`config.mk`:
```
export PLATFORM = sky130hd
export DESIGN_NAME = seq_detect_ctrl
export DESIGN_NICKNAME = d
export VERILOG_FILES = /design/src/rtl/seq_detect_pkg.sv /design/src/rtl/pattern_match_core.sv /design/src/rtl/seq_detect_ctrl.sv
export SDC_FILE = /design/constraint.sdc
export NUM_CORES = 1
export LEC_CHECK = 0
export CORE_MARGIN = 8
export CORE_UTILIZATION = 59
export CTS_BUF_LIST = sky130_fd_sc_hd__clkbuf_4 sky130_fd_sc_hd__clkbuf_8 sky130_fd_sc_hd__clkbuf_16
export DETAILED_ROUTE_END_ITERATION = 10
export PLACE_DENSITY = 0.88
export SETUP_SLACK_MARGIN = 0.05
export SYNTH_ARGS = -nofsm -noshare
export SYNTH_HDL_FRONTEND = slang
export SYNTH_SLANG_ARGS = --single-unit
```
`constraint.sdc`:
```
create_clock -name clk -period 4.95 [get_ports clk]
set_clock_uncertainty 0.2 [all_clocks]
set_input_delay 0.495 -clock clk [delete_from_list [all_inputs] [get_ports clk]]
set_output_delay 0.495 -clock clk [all_outputs]
set_load 0.02 [all_outputs]
```
`src/rtl/seq_detect_pkg.sv`:
```
// rtl/seq_detect_pkg.sv - shared types and default sizes for the programmable sequence detector
package seq_detect_pkg;

  localparam int DEF_MAX_LEN = 8;
  localparam int DEF_LEN_W   = 4;
  localparam int DEF_CNT_W   = 8;

  typedef enum logic [1:0] {
    ST_IDLE = 2'd0,
    ST_ARM  = 2'd1,
    ST_RUN  = 2'd2,
    ST_DONE = 2'd3
  } state_t;

  // Run configuration at default sizes, as a host would assemble it.
  typedef struct packed {
    logic [DEF_MAX_LEN-1:0] pattern;
    logic [DEF_LEN_W-1:0]   len;
    logic                   overlap;
    logic [DEF_CNT_W-1:0]   target;
  } cfg_t;

endpackage

```
`src/rtl/pattern_match_core.sv`:
```
// rtl/pattern_match_core.sv - history shift register, fill counter and masked pattern compare
module pattern_match_core #(
  parameter int MAX_LEN = 8,
  parameter int LEN_W   = 4
) (
  input  logic               clk,
  input  logic               reset,
  input  logic               clear,
  input  logic               shift_en,
  input  logic               in,
  input  logic [MAX_LEN-1:0] pattern,
  input  logic [LEN_W-1:0]   len,
  input  logic               overlap,
  output logic               match
);

  logic [MAX_LEN-2:0] hist;
  logic [LEN_W-1:0]   fill;
  logic [MAX_LEN-1:0] window;
  logic [MAX_LEN-1:0] mask;
  logic               fill_ok;

  assign window = {hist, in};

  always_comb begin
    mask = '0;
    for (int i = 0; i < MAX_LEN; i++) begin
      mask[i] = (i < int'(len));
    end
  end

  // A window only counts once enough valid bits have arrived since the last clear.
  assign fill_ok = (({1'b0, fill} + 1'b1) >= {1'b0, len});
  assign match   = shift_en & fill_ok & (((window ^ pattern) & mask) == '0);

  always_ff @(posedge clk or negedge reset) begin
    if (!reset) begin
      hist <= '0;
      fill <= '0;
    end else if (clear) begin
      hist <= '0;
      fill <= '0;
    end else if (shift_en) begin
      hist <= window[MAX_LEN-2:0];
      if (match && !overlap)
        fill <= '0;
      else if (fill != LEN_W'(MAX_LEN))
        fill <= fill + 1'b1;
    end
  end

endmodule

```
`src/rtl/seq_detect_ctrl.sv`:
```
// rtl/seq_detect_ctrl.sv - run controller: shadow config, FSM and match counter around the detector
module seq_detect_ctrl
  import seq_detect_pkg::*;
#(
  parameter int MAX_LEN = DEF_MAX_LEN,
  parameter int LEN_W   = DEF_LEN_W,
  parameter int CNT_W   = DEF_CNT_W
) (
  input  logic               clk,
  input  logic               reset,
  input  logic [MAX_LEN-1:0] cfg_pattern,
  input  logic [LEN_W-1:0]   cfg_len,
  input  logic               cfg_overlap,
  input  logic [CNT_W-1:0]   cfg_target,
  input  logic               start,
  input  logic               abort,
  input  logic               in_valid,
  input  logic               in,
  output logic               y,
  output logic [CNT_W-1:0]   match_cnt,
  output logic               busy,
  output logic               done,
  output logic               err
);

  state_t             state;
  logic [MAX_LEN-1:0] sh_pattern;
  logic [LEN_W-1:0]   sh_len;
  logic               sh_overlap;
  logic [CNT_W-1:0]   sh_target;
  logic               match;
  logic               len_legal;
  logic [CNT_W-1:0]   cnt_inc;

  assign len_legal = (cfg_len != '0) && ({1'b0, cfg_len} <= (LEN_W+1)'(MAX_LEN));
  assign cnt_inc   = match_cnt + 1'b1;
  assign y         = (state == ST_RUN) & match;

  pattern_match_core #(
    .MAX_LEN (MAX_LEN),
    .LEN_W   (LEN_W)
  ) u_core (
    .clk      (clk),
    .reset    (reset),
    .clear    (state == ST_ARM),
    .shift_en ((state == ST_RUN) & in_valid & ~abort),
    .in       (in),
    .pattern  (sh_pattern),
    .len      (sh_len),
    .overlap  (sh_overlap),
    .match    (match)
  );

  always_ff @(posedge clk or negedge reset) begin
    if (!reset) begin
      state      <= ST_IDLE;
      sh_pattern <= '0;
      sh_len     <= '0;
      sh_overlap <= 1'b0;
      sh_target  <= '0;
      match_cnt  <= '0;
      busy       <= 1'b0;
      done       <= 1'b0;
      err        <= 1'b0;
    end else begin
      err <= 1'b0;
      unique case (state)
        ST_IDLE, ST_DONE: begin
          if (state == ST_DONE && abort) begin
            state <= ST_IDLE;
            done  <= 1'b0;
          end else if (start) begin
            if (len_legal) begin
              sh_pattern <= cfg_pattern;
              sh_len     <= cfg_len;
              sh_overlap <= cfg_overlap;
              sh_target  <= cfg_target;
              state      <= ST_ARM;
              busy       <= 1'b1;
              done       <= 1'b0;
            end else begin
              err <= 1'b1;
            end
          end
        end
        ST_ARM: begin
          if (abort) begin
            state <= ST_IDLE;
            busy  <= 1'b0;
          end else begin
            match_cnt <= '0;
            state     <= ST_RUN;
          end
        end
        ST_RUN: begin
          if (abort) begin
            state <= ST_IDLE;
            busy  <= 1'b0;
          end else if (match) begin
            match_cnt <= cnt_inc;
            // A zero target means free-run; the counter simply wraps.
            if (sh_target != '0 && cnt_inc == sh_target) begin
              state <= ST_DONE;
              busy  <= 1'b0;
              done  <= 1'b1;
            end
          end
        end
        default: state <= ST_IDLE;
      endcase
    end
  end

endmodule

```
=== After elaboration in Yosys (flattened, before gate mapping) ===
Cells that the tools add are included.

* Add/subtract/negate cells: 3
* Order comparisons: 10
* Eq/ne operators: 17
* Muxes and demuxes: 37
* Bitwise logic cells: 9
* Reductions and logical operators: 20

{| class="wikitable"
|+ Operator list
! operator !! number
|-
| two-way mux 8 bit || 3
|-
| two-way mux 1 bit || 17
|-
| < comparator 3 x 4 -> 1 bit (first input constant) || 4
|-
| two-way mux 4 bit || 4
|-
| one-hot mux 8 bit (2 select lines) || 1
|-
| two-way mux 2 bit || 7
|-
| two-way mux 7 bit || 2
|-
| inequality test 2 bit (second input constant) || 7
|-
| AND reduction 4 bit || 3
|-
| AND reduction 6 bit || 2
|-
| inequality test 3 bit (second input constant) || 3
|-
| adder 8 x 1 -> 8 bit (second input constant) || 1
|-
| AND 8 bit || 1
|-
| equality test 8 bit || 1
|-
| logical NOT 8 bit || 1
|-
| < comparator 1 x 4 -> 1 bit (first input constant) || 2
|-
| < comparator 2 x 4 -> 1 bit (first input constant) || 2
|-
| nonzero test 8 bit || 1
|-
| XOR 8 bit || 1
|-
| one-hot mux 2 bit (3 select lines) || 1
|-
| nonzero test 2 bit || 3
|-
| adder 4 x 1 -> 5 bit (second input constant) || 1
|-
| AND 1 bit || 5
|-
| greater-or-equal comparator 5 x 4 -> 1 bit || 1
|-
| other kinds (17) || 22
|}

* Register bits: 45
* Input port bits: 27
* Output and inout port bits: 12
* Word-level logic and storage cells: 107

=== Depth between registers and ports, before layout ===
Gate-level depths: netlist (run 1).

* Depth in word-level cells: 9
* Gate-level depth with buffers: 10
* Gate-level depth less buffers: 8

=== By module ===
A second synthesis (run 1) with hierarchy kept.

* Cells, all modules: 255
* Area total of the unflattened synthesis: 2665.1 µm²

{| class="wikitable"
|+ Modules (own cells, without submodules)
! module !! times used !! cells each !! area an instance (µm²)
|-
| seq_detect_ctrl || 1 || 170 || 1844.3
|-
| pattern_match_core || 1 || 85 || 820.8
|}

=== Worst setup path after synthesis (run 1) ===
Ideal clock, no wire load.

* Kind: reg2out
* Start: register u_core.fill[0]
* End: output y
* Data arrival time: 1.929 ns
* Required time: 4.255 ns
* Path slack: 2.326 ns
* Stages on the path, launching flop included: 9
* Path through: dfrtp_1 > ha_1 > xor2_1 > ha_1 > o21ai_0 > o21ai_1 > nand3_2 > buf_2 > inv_1

* Longest elaborated chain between the ends: 5

{| class="wikitable"
|+ Ends and longest elaborated chain
! element !! RTL line !! source
|-
| start: declaration || pattern_match_core.sv:18 || <nowiki>logic [LEN_W-1:0] fill;</nowiki>
|-
| start signal: assignment || pattern_match_core.sv:48 || <nowiki>fill <= fill + 1'b1;</nowiki>
|-
| adder 4 x 1 -> 5 bit || pattern_match_core.sv:33 || <nowiki>assign fill_ok = (({1'b0, fill} + 1'b1) >= {1'b0, len});</nowiki>
|-
| greater-or-equal comparator 5 x 4 -> 1 bit || pattern_match_core.sv:33 ||
|-
| AND 1 bit (2 in series) || pattern_match_core.sv:34 || <nowiki>assign match = shift_en & fill_ok & (((window ^ pattern) & mask) == '0);</nowiki>
|-
| AND 1 bit || seq_detect_ctrl.sv:37 || <nowiki>assign y = (state == ST_RUN) & match;</nowiki>
|-
| end: declaration || seq_detect_ctrl.sv:19 || <nowiki>output logic y,</nowiki>
|}

No other way between the ends.

=== Worst setup path in the final report (run 1) ===
* Start: register state[0]
* End: output y

* Longest elaborated chain between the ends: 6

{| class="wikitable"
|+ Ends and longest elaborated chain
! element !! RTL line !! source
|-
| start: declaration || seq_detect_ctrl.sv:26 || <nowiki>state_t state;</nowiki>
|-
| start signal: assignment || seq_detect_ctrl.sv:56 || <nowiki>state <= ST_IDLE;</nowiki>
|-
| start signal: assignment || seq_detect_ctrl.sv:70 || <nowiki>state <= ST_IDLE;</nowiki>
|-
| start signal: assignment || seq_detect_ctrl.sv:78 || <nowiki>state <= ST_ARM;</nowiki>
|-
| equality test 2 bit (*) || seq_detect_ctrl.sv:37, seq_detect_ctrl.sv:46 ||
|-
| AND 1 bit (2 in series) || seq_detect_ctrl.sv:46 || <nowiki>.shift_en ((state == ST_RUN) & in_valid & ~abort),</nowiki>
|-
| AND 1 bit (2 in series) || pattern_match_core.sv:34 ||
|-
| AND 1 bit (*) || seq_detect_ctrl.sv:37 ||
|}

Every way passes the cells marked *; elsewhere a longest branch is shown, timed or not.

==> results of run 1 <==
## routing by layer
metal | up-vias | GRT usage | part of all wire
met3 | 7 | 0.03516 | 0.041
met2 | 75 | 0.2758 | 0.48
met1 | 1081 | 0.2333 | 0.47
met5 | - | 0 | 0
met4 | 0 | 0.06436 | 0.014
li1 | 1052 | - | -
## how the worst min path moves through the flow
| stage | cells past startpoint | slack (ns) | endpoint |
|---|---|---|---|
| 2_1_floorplan | 0 | -0.0006 | busy$_DFFE_PN0P_ |
| 3_3_place_gp | 2 | 0.29 | done$_DFFE_PN0P_ |
| 3_5_place_dp | 2 | 0.30 | done$_DFFE_PN0P_ |
| 4_1_cts | 1 | 0.19 | u_core.hist[3]$_DFFE_PN0P_ |
| 5_1_grt | 1 | 0.23 | sh_len[2]$_DFFE_PN0P_ |
| 6_report | 1 | 0.16 | u_core.hist[3]$_DFFE_PN0P_ |
## worst reg2reg max path, delay by kind of cell (launching register included)
family / cells / cell delay (ns)
DFF: 1 / 0.43
adders and majority gates: 1 / 0.48
and+or+nand+nor: 4 / 1.26
AOI/OAI and AO/OA: 1 / 0.18
buffers and inverters: 1 / 0.10
muxes: 1 / 0.43
## registers in the layout, indices dropped and copies added, names as in the netlist
name / flops
busy: 1
done: 1
err: 1
match_cnt: 8
sh_len: 4
sh_overlap: 1
sh_pattern: 8
sh_target: 8
state: 2
u_core.fill: 4
u_core.hist: 7
## cells by family (layout without fill, tap and decap cells)
kind of cell / after synthesis / after routing / synth area share
mux: 22 / 22 / 0.09099
xor+xnor: 18 / 18 / 0.05790
compound gates: 71 / 71 / 0.1880
buf+inv: 26 / 58 / 0.04044
fa+ha+maj: 10 / 10 / 0.04596
simple gates: 82 / 82 / 0.1632
flops: 45 / 45 / 0.4136
## layout by cell type (no fill, tap or decap), types with 2 or more instances in the layout
cell                              count
sky130_fd_sc_hd__nor2_1              10
sky130_fd_sc_hd__a21o_1               2
sky130_fd_sc_hd__o21ai_1              3
sky130_fd_sc_hd__a31oi_1              4
sky130_fd_sc_hd__nor3b_1              3
sky130_fd_sc_hd__dfrtp_1             45
sky130_fd_sc_hd__clkdlybuf4s50_1     37
sky130_fd_sc_hd__and3_1               3
sky130_fd_sc_hd__and2_1               3
sky130_fd_sc_hd__xnor2_1             14
sky130_fd_sc_hd__a21oi_1             18
sky130_fd_sc_hd__o31ai_1              3
sky130_fd_sc_hd__a211oi_2             2
sky130_fd_sc_hd__o311ai_2             2
sky130_fd_sc_hd__o2111ai_1            2
sky130_fd_sc_hd__o21ai_0              6
sky130_fd_sc_hd__nand2_1             30
sky130_fd_sc_hd__nor3_1               6
sky130_fd_sc_hd__o22ai_1              3
sky130_fd_sc_hd__o22a_1               2
sky130_fd_sc_hd__nor4b_1              2
sky130_fd_sc_hd__inv_1               13
sky130_fd_sc_hd__o311ai_1             2
sky130_fd_sc_hd__ha_1                10
sky130_fd_sc_hd__a22oi_1              2
sky130_fd_sc_hd__nand3_1              3
sky130_fd_sc_hd__nand2b_1             5
sky130_fd_sc_hd__o211ai_1             7
sky130_fd_sc_hd__o21bai_1             2
sky130_fd_sc_hd__mux2_2              21
sky130_fd_sc_hd__clkbuf_8             5
sky130_fd_sc_hd__a211o_1              4
sky130_fd_sc_hd__nor2b_1              3
sky130_fd_sc_hd__nand3_2              2
sky130_fd_sc_hd__xor2_1               4
## report_power, final
part           total [mW]  internal, mW  switching [mW]
clock               0.273         0.147           0.126
sequential          0.599         0.477           0.122
combinational       0.548         0.269           0.279
total                1.42         0.892           0.528
## area by class of cell
type	count	area, um^2
clock inverters	2	35.03
flip-flops and latches	45	1126
clock buffers	5	68.82
well taps	52	65.06
multi-input cells	203	1486
inverters	13	48.80
repair buffers	38	375.4
fillers	317	1209
## per-stage QoR
stage	cell area (um^2)	std cells	hold slack, ns	total power [mW]	utilization
finish	3206	358	0.1583	1.420	0.7262
global route	3206	358	0.2305	1.513	0.7262
CTS	3206	358	0.1871	1.420	0.7262
detailed placement	3102	351	0.3029	1.148	0.7027
global placement	3102	351	0.2927	1.122	0.7027
floorplan	2723	274	-0.0005910	0.9997	-
==> run summary, run 1 <==
• **count of final setup violators** 0
• **pin count of the biggest net entering global routing** 46
• **CTS clk-pin slew, worst paths** 0.09 ns
• **TritonCTS buffer count** 5
• **CP Cell Sequence** inv_1 -> ha_1 -> and2b_2 -> nand2_2 -> nor4_4 -> nand3_2 -> inv_1 -> clkdlybuf4s50_1
• **Primary FF master, synth** sky130_fd_sc_hd__dfrtp_1
• **number of vias per cell after detailed routing** 6.187
• **root buf cell** sky130_fd_sc_hd__clkbuf_8
• **number of clock sinks** 45
• **Initial Util** 0.6168
• **cell type contributing the most total cell area after synthesis** sky130_fd_sc_hd__dfrtp_1
• **antenna violations before repair** 0
• **class of the most critical hold timing path** input pin to asynchronous set/reset pin
• **start of the worst register-to-register path** state[0]$_DFFE_PN0P_
• **placement row count** 24
• **required arrival time at the worst endpoint** 4.26 ns
• **number of cells on the worst reg-to-reg path** 8
• **Slowest-stage cell, CP** sky130_fd_sc_hd__clkdlybuf4s50_1
• **post-detailed-route count of antenna-violating nets** 0
• **Core ar.** 0.004414 mm^2
• **register area share after synthesis** 0.4136
• **highest fanout seen on the critical path** 15
• **fin worst setup slack** 0.9549 ns
• **arrival time of data at the critical path endpoint** 3.30 ns
• **yosys warns** 0
• **DIE WIDTH** 83.93 um
• **Slew HR** 0.3335
• **cell seen most often among critical-path stages** sky130_fd_sc_hd__inv_1
• **DP HPWL** 4490 um
• **global-route wire length before repair** 10390 um
• **top area cells in the synthesized netlist** sky130_fd_sc_hd__dfrtp_1 (41%), sky130_fd_sc_hd__mux2_2 (8.7%), sky130_fd_sc_hd__ha_1 (4.6%)
• **post-synthesis average cell area** 9.937 um^2
• **height of the die** 83.93 um
• **max cap viols** 0
• **Synth Instances** 274
• **number of detailed-route iterations in the first pass** 4
• **total via count after detailed routing** 2215
• **run status** finished, final reports clean
• **most repeated cell in the gate-level netlist after synthesis** sky130_fd_sc_hd__dfrtp_1
• **post-cts gate resize count** 0
• **Antenna diodes** 0
• **post-DR wirelength/cell** 17.01 um
• **power per unit of standard cell area** 443.0 mW/mm^2
• **library cells used by synthesis** 57
• **buffer depth of the longest clock path** 2
• **final clock period utilization by the worst path** 0.8071
• **Setup crit start kind** flop
• **peak per-stage delay on the critical path** 0.61 ns
• **Top delay family on crit path** simple AND/OR/NAND/NOR gates
• **number of nets in the layout** 343
• **Register-to-Register Setup Slack** 1.78 ns
• **worst skew pair latency** 0.31 ns
• **post-CTS setup buffers** 0
• **number of nets produced by synthesis** 311
• **first element of the critical path** state[0]$_DFFE_PN0P_
• **total buffers and inverters traversed by the critical path** 3
• **post-detailed-route DRC marker count** 0
• **type of the worst setup path** flop to primary output
• **total overflow reported by the global router** 0
• **Synth Register Bits** 45
• **min Tclk post-route** 3.995 ns
• **Fin. Hold Viols** 0
• **critical path depth in cells** 8
• **reported leakage power** 1.295 nW
• **IO Pins** 39
• **fraction of registers with async set/reset** 1.000
• **vias in the first global route** 2140
• **total standard cell area after synthesis** 0.002723 mm^2
• **growth of design area from synthesis to finish** 17.74%
• **count of flip-flops with a built-in enable after synthesis** 0
• **routability cong.** 0.8859
• **global router's overall resource usage** 0.1762
• **CTS HTree Levels** 2
• **area share of the largest cell type after synthesis** 0.4136
• **critical path capture point type** primary output
• **worst slack after detailed placement** 1.233 ns
• **VDD IR-drop max** 0.3229 mV
• **die footprint** 0.007044 mm^2
• **hold bufs inserted after CTS** 0
• **TritonCTS clock tree** done
• **actual transition at the worst max-transition pin** 0.9997 ns
• **Final Routed Wirelength** 6091 um
• **setup repair after global routing missed its margin** no
• **number of I/O port buffers** 38
• **worst reg2reg endpoint** match_cnt[1]$_DFFE_PN0P_
• **top post-synthesis cells by count** sky130_fd_sc_hd__dfrtp_1 (45), sky130_fd_sc_hd__nand2_1 (30), sky130_fd_sc_hd__mux2_2 (21), sky130_fd_sc_hd__a21oi_1 (18), sky130_fd_sc_hd__xnor2_1 (14)
• **top achievable clock speed** 250.3 MHz
• **CP Capture Point** y
• **Setup TNS Final** 0 ns
• **initial DRC count** 210
• **max-slew violation count** 0
• **fraction of final layout cells sized beyond drive strength 1** 0.1340
Note: power is estimated with default switching activity, not from simulation.
==> run 2: changes to the inputs <==
Settings changed: CORE_UTILIZATION 59 to 55, PLACE_DENSITY 0.88 to 0.83.
Clock period 4.95 ns to 3.7 ns, I/O delays scaled along.
==> run summary, run 2 (synthesis results as in run 1) <==
• **Core ar.** 0.004755 mm^2
• **critical path capture point type** primary output
• **total via count after detailed routing** 2249
• **post-detailed-route count of antenna-violating nets** 0
• **final clock period utilization by the worst path** 0.9269
• **type of the worst setup path** flop to primary output
• **Setup TNS Final** 0 ns
• **TritonCTS buffer count** 5
• **number of cells on the worst reg-to-reg path** 8
• **fraction of final layout cells sized beyond drive strength 1** 0.1456
• **area taken by multi-input logic gates** 0.001499 mm^2
• **number of nets in the layout** 345
• **TritonCTS clock tree** done
• **number of clock sinks** 45
• **vias in the first global route** 2286
• **count of final setup violators** 0
• **Final Routed Wirelength** 6308 um
• **number of vias per cell after detailed routing** 5.981
• **Antenna diodes** 0
• **placement row count** 25
• **actual transition at the worst max-transition pin** 1.027 ns
• **buffer depth of the longest clock path** 2
• **antenna violations before repair** 0
• **root buf cell** sky130_fd_sc_hd__clkbuf_8
• **CP Capture Point** y
• **reported leakage power** 1.307 nW
• **Register-to-Register Setup Slack** 0.78 ns
• **min Tclk post-route** 3.429 ns
• **class of the most critical hold timing path** input pin to asynchronous set/reset pin
• **IO Pins** 39
• **number of detailed-route iterations in the first pass** 5
• **first element of the critical path** u_core.fill[0]$_DFFE_PN0P_
• **sequential standard cell area** 0.001126 mm^2
• **max-slew violation count** 0
• **most common cell after layout, fill and taps aside** sky130_fd_sc_hd__dfrtp_1
• **registers with the most flip-flops** match_cnt: 8 flops, sh_pattern: 8 flops, sh_target: 8 flops
• **count of fill cells added during filler insertion** 373
• **post-detailed-route DRC marker count** 0
• **arrival time of data at the critical path endpoint** 2.86 ns
• **pin count of the biggest net entering global routing** 46
• **post-DR wirelength/cell** 16.78 um
• **power per unit of standard cell area** 603.1 mW/mm^2
• **most frequent cells in the layout** sky130_fd_sc_hd__dfrtp_1 (45), sky130_fd_sc_hd__clkdlybuf4s50_1 (37), sky130_fd_sc_hd__nand2_1 (30)
• **initial DRC count** 186
• **Fin. Hold Viols** 0
• **global-route wire length before repair** 10710 um
• **max cap viols** 0
• **VDD IR-drop max** 0.3931 mV
• **start of the worst register-to-register path** u_core.fill[0]$_DFFE_PN0P_
• **routability cong.** 0.8514
• **Slew HR** 0.3153
• **die footprint** 0.007457 mm^2
• **worst skew pair latency** 0.31 ns
• **run status** finished, final reports clean
• **number of I/O port buffers** 38
• **Initial Util** 0.5726
• **DP HPWL** 4559 um
• **height of the die** 86.36 um
• **total overflow reported by the global router** 0
• **top achievable clock speed** 291.6 MHz
• **CTS HTree Levels** 2
• **CTS clk-pin slew, worst paths** 0.09 ns
• **worst reg2reg endpoint** state[1]$_DFFE_PN0P_
• **Setup crit start kind** flop
• **required arrival time at the worst endpoint** 3.13 ns
• **setup repair after global routing missed its margin** no
• **growth of design area from synthesis to finish** 20.04%
• **highest fanout seen on the critical path** 6
• **DIE WIDTH** 86.36 um
• **post-layout total power** 1.971 mW
• **global router's overall resource usage** 0.1758
run 2: changes by cell type in the layout (fill, tap and decap cells not counted):
cell | before | now
sky130_fd_sc_hd__buf_4 | 0 | 2
sky130_fd_sc_hd__clkbuf_8 | 5 | 6
sky130_fd_sc_hd__clkinv_2 | 1 | 0
sky130_fd_sc_hd__clkinvlp_4 | 0 | 1
sky130_fd_sc_hd__ha_1 | 10 | 9
sky130_fd_sc_hd__ha_4 | 0 | 1
run 2: routing by layer:
| metal | vias to the layer above | wire length [um] | track usage |
|---|---|---|---|
| met2 | 72 | 3038 | 0.2889 |
| li1 | 1058 | - | - |
| met1 | 1107 | 2861 | 0.2237 |
| met3 | 12 | 291 | 0.03214 |
| met4 | 0 | 117 | 0.06416 |
| met5 | - | 0 | 0 |
run 2: worst min path at each step:
stage	start	slack (ns)	to
2_1_floorplan	reset	-0.13	busy$_DFFE_PN0P_
3_3_place_gp	done$_DFFE_PN0P_	0.29	done$_DFFE_PN0P_
3_5_place_dp	done$_DFFE_PN0P_	0.30	done$_DFFE_PN0P_
4_1_cts	reset	0.07	sh_pattern[6]$_DFFE_PN0P_
5_1_grt	reset	0.11	sh_pattern[6]$_DFFE_PN0P_
6_report	reset	0.03	sh_pattern[6]$_DFFE_PN0P_
run 2: cell type report:
type | count | share of cell area
Clock inverter | 2 | 0.01149
Multi-Input combinational cell | 203 | 0.4587
Timing Repair Buffer | 40 | 0.1194
Tap cell | 67 | 0.02565
Sequential cell | 45 | 0.3446
Clock buffer | 6 | 0.02527
Inverter | 13 | 0.01493
run 2: critical path, stage by stage, from the launching register on:
cell and delay (ns):
sky130_fd_sc_hd__dfrtp_1 0.44, sky130_fd_sc_hd__ha_1 0.28, sky130_fd_sc_hd__xor2_1 0.17, sky130_fd_sc_hd__ha_1 0.29, sky130_fd_sc_hd__o21ai_0 0.10, sky130_fd_sc_hd__o21ai_1 0.42, sky130_fd_sc_hd__nand3_2 0.16, sky130_fd_sc_hd__inv_1 0.09
sky130_fd_sc_hd__clkdlybuf4s50_1 0.60
run 2: what timing repair did:
item | CTS | global route
hold buffers | 0 | 0
setup endpoints to repair | 0 | 1
resized for setup | 0 | 2
setup buffers | 0 | 0
run 2: through the flow:
stage,instance area (um^2),utilization,setup slack (ns),hold slack [ns],instances
floorplan,2723,-,1.201,-0.1256,274
global placement,3136,0.6595,0.5151,0.2884,368
detailed placement,3136,0.6595,0.4321,0.3016,368
CTS,3256,0.6847,0.09650,0.06881,376
global route,3268,0.6874,0.1393,0.1111,376
finish,3268,0.6874,0.2706,0.03150,376
run 2: power breakdown:
part / switching (mW) / internal, mW / total (mW)
Sequential: 0.163 / 0.638 / 0.801
Combinational: 0.396 / 0.377 / 0.774
Clock: 0.177 / 0.220 / 0.397
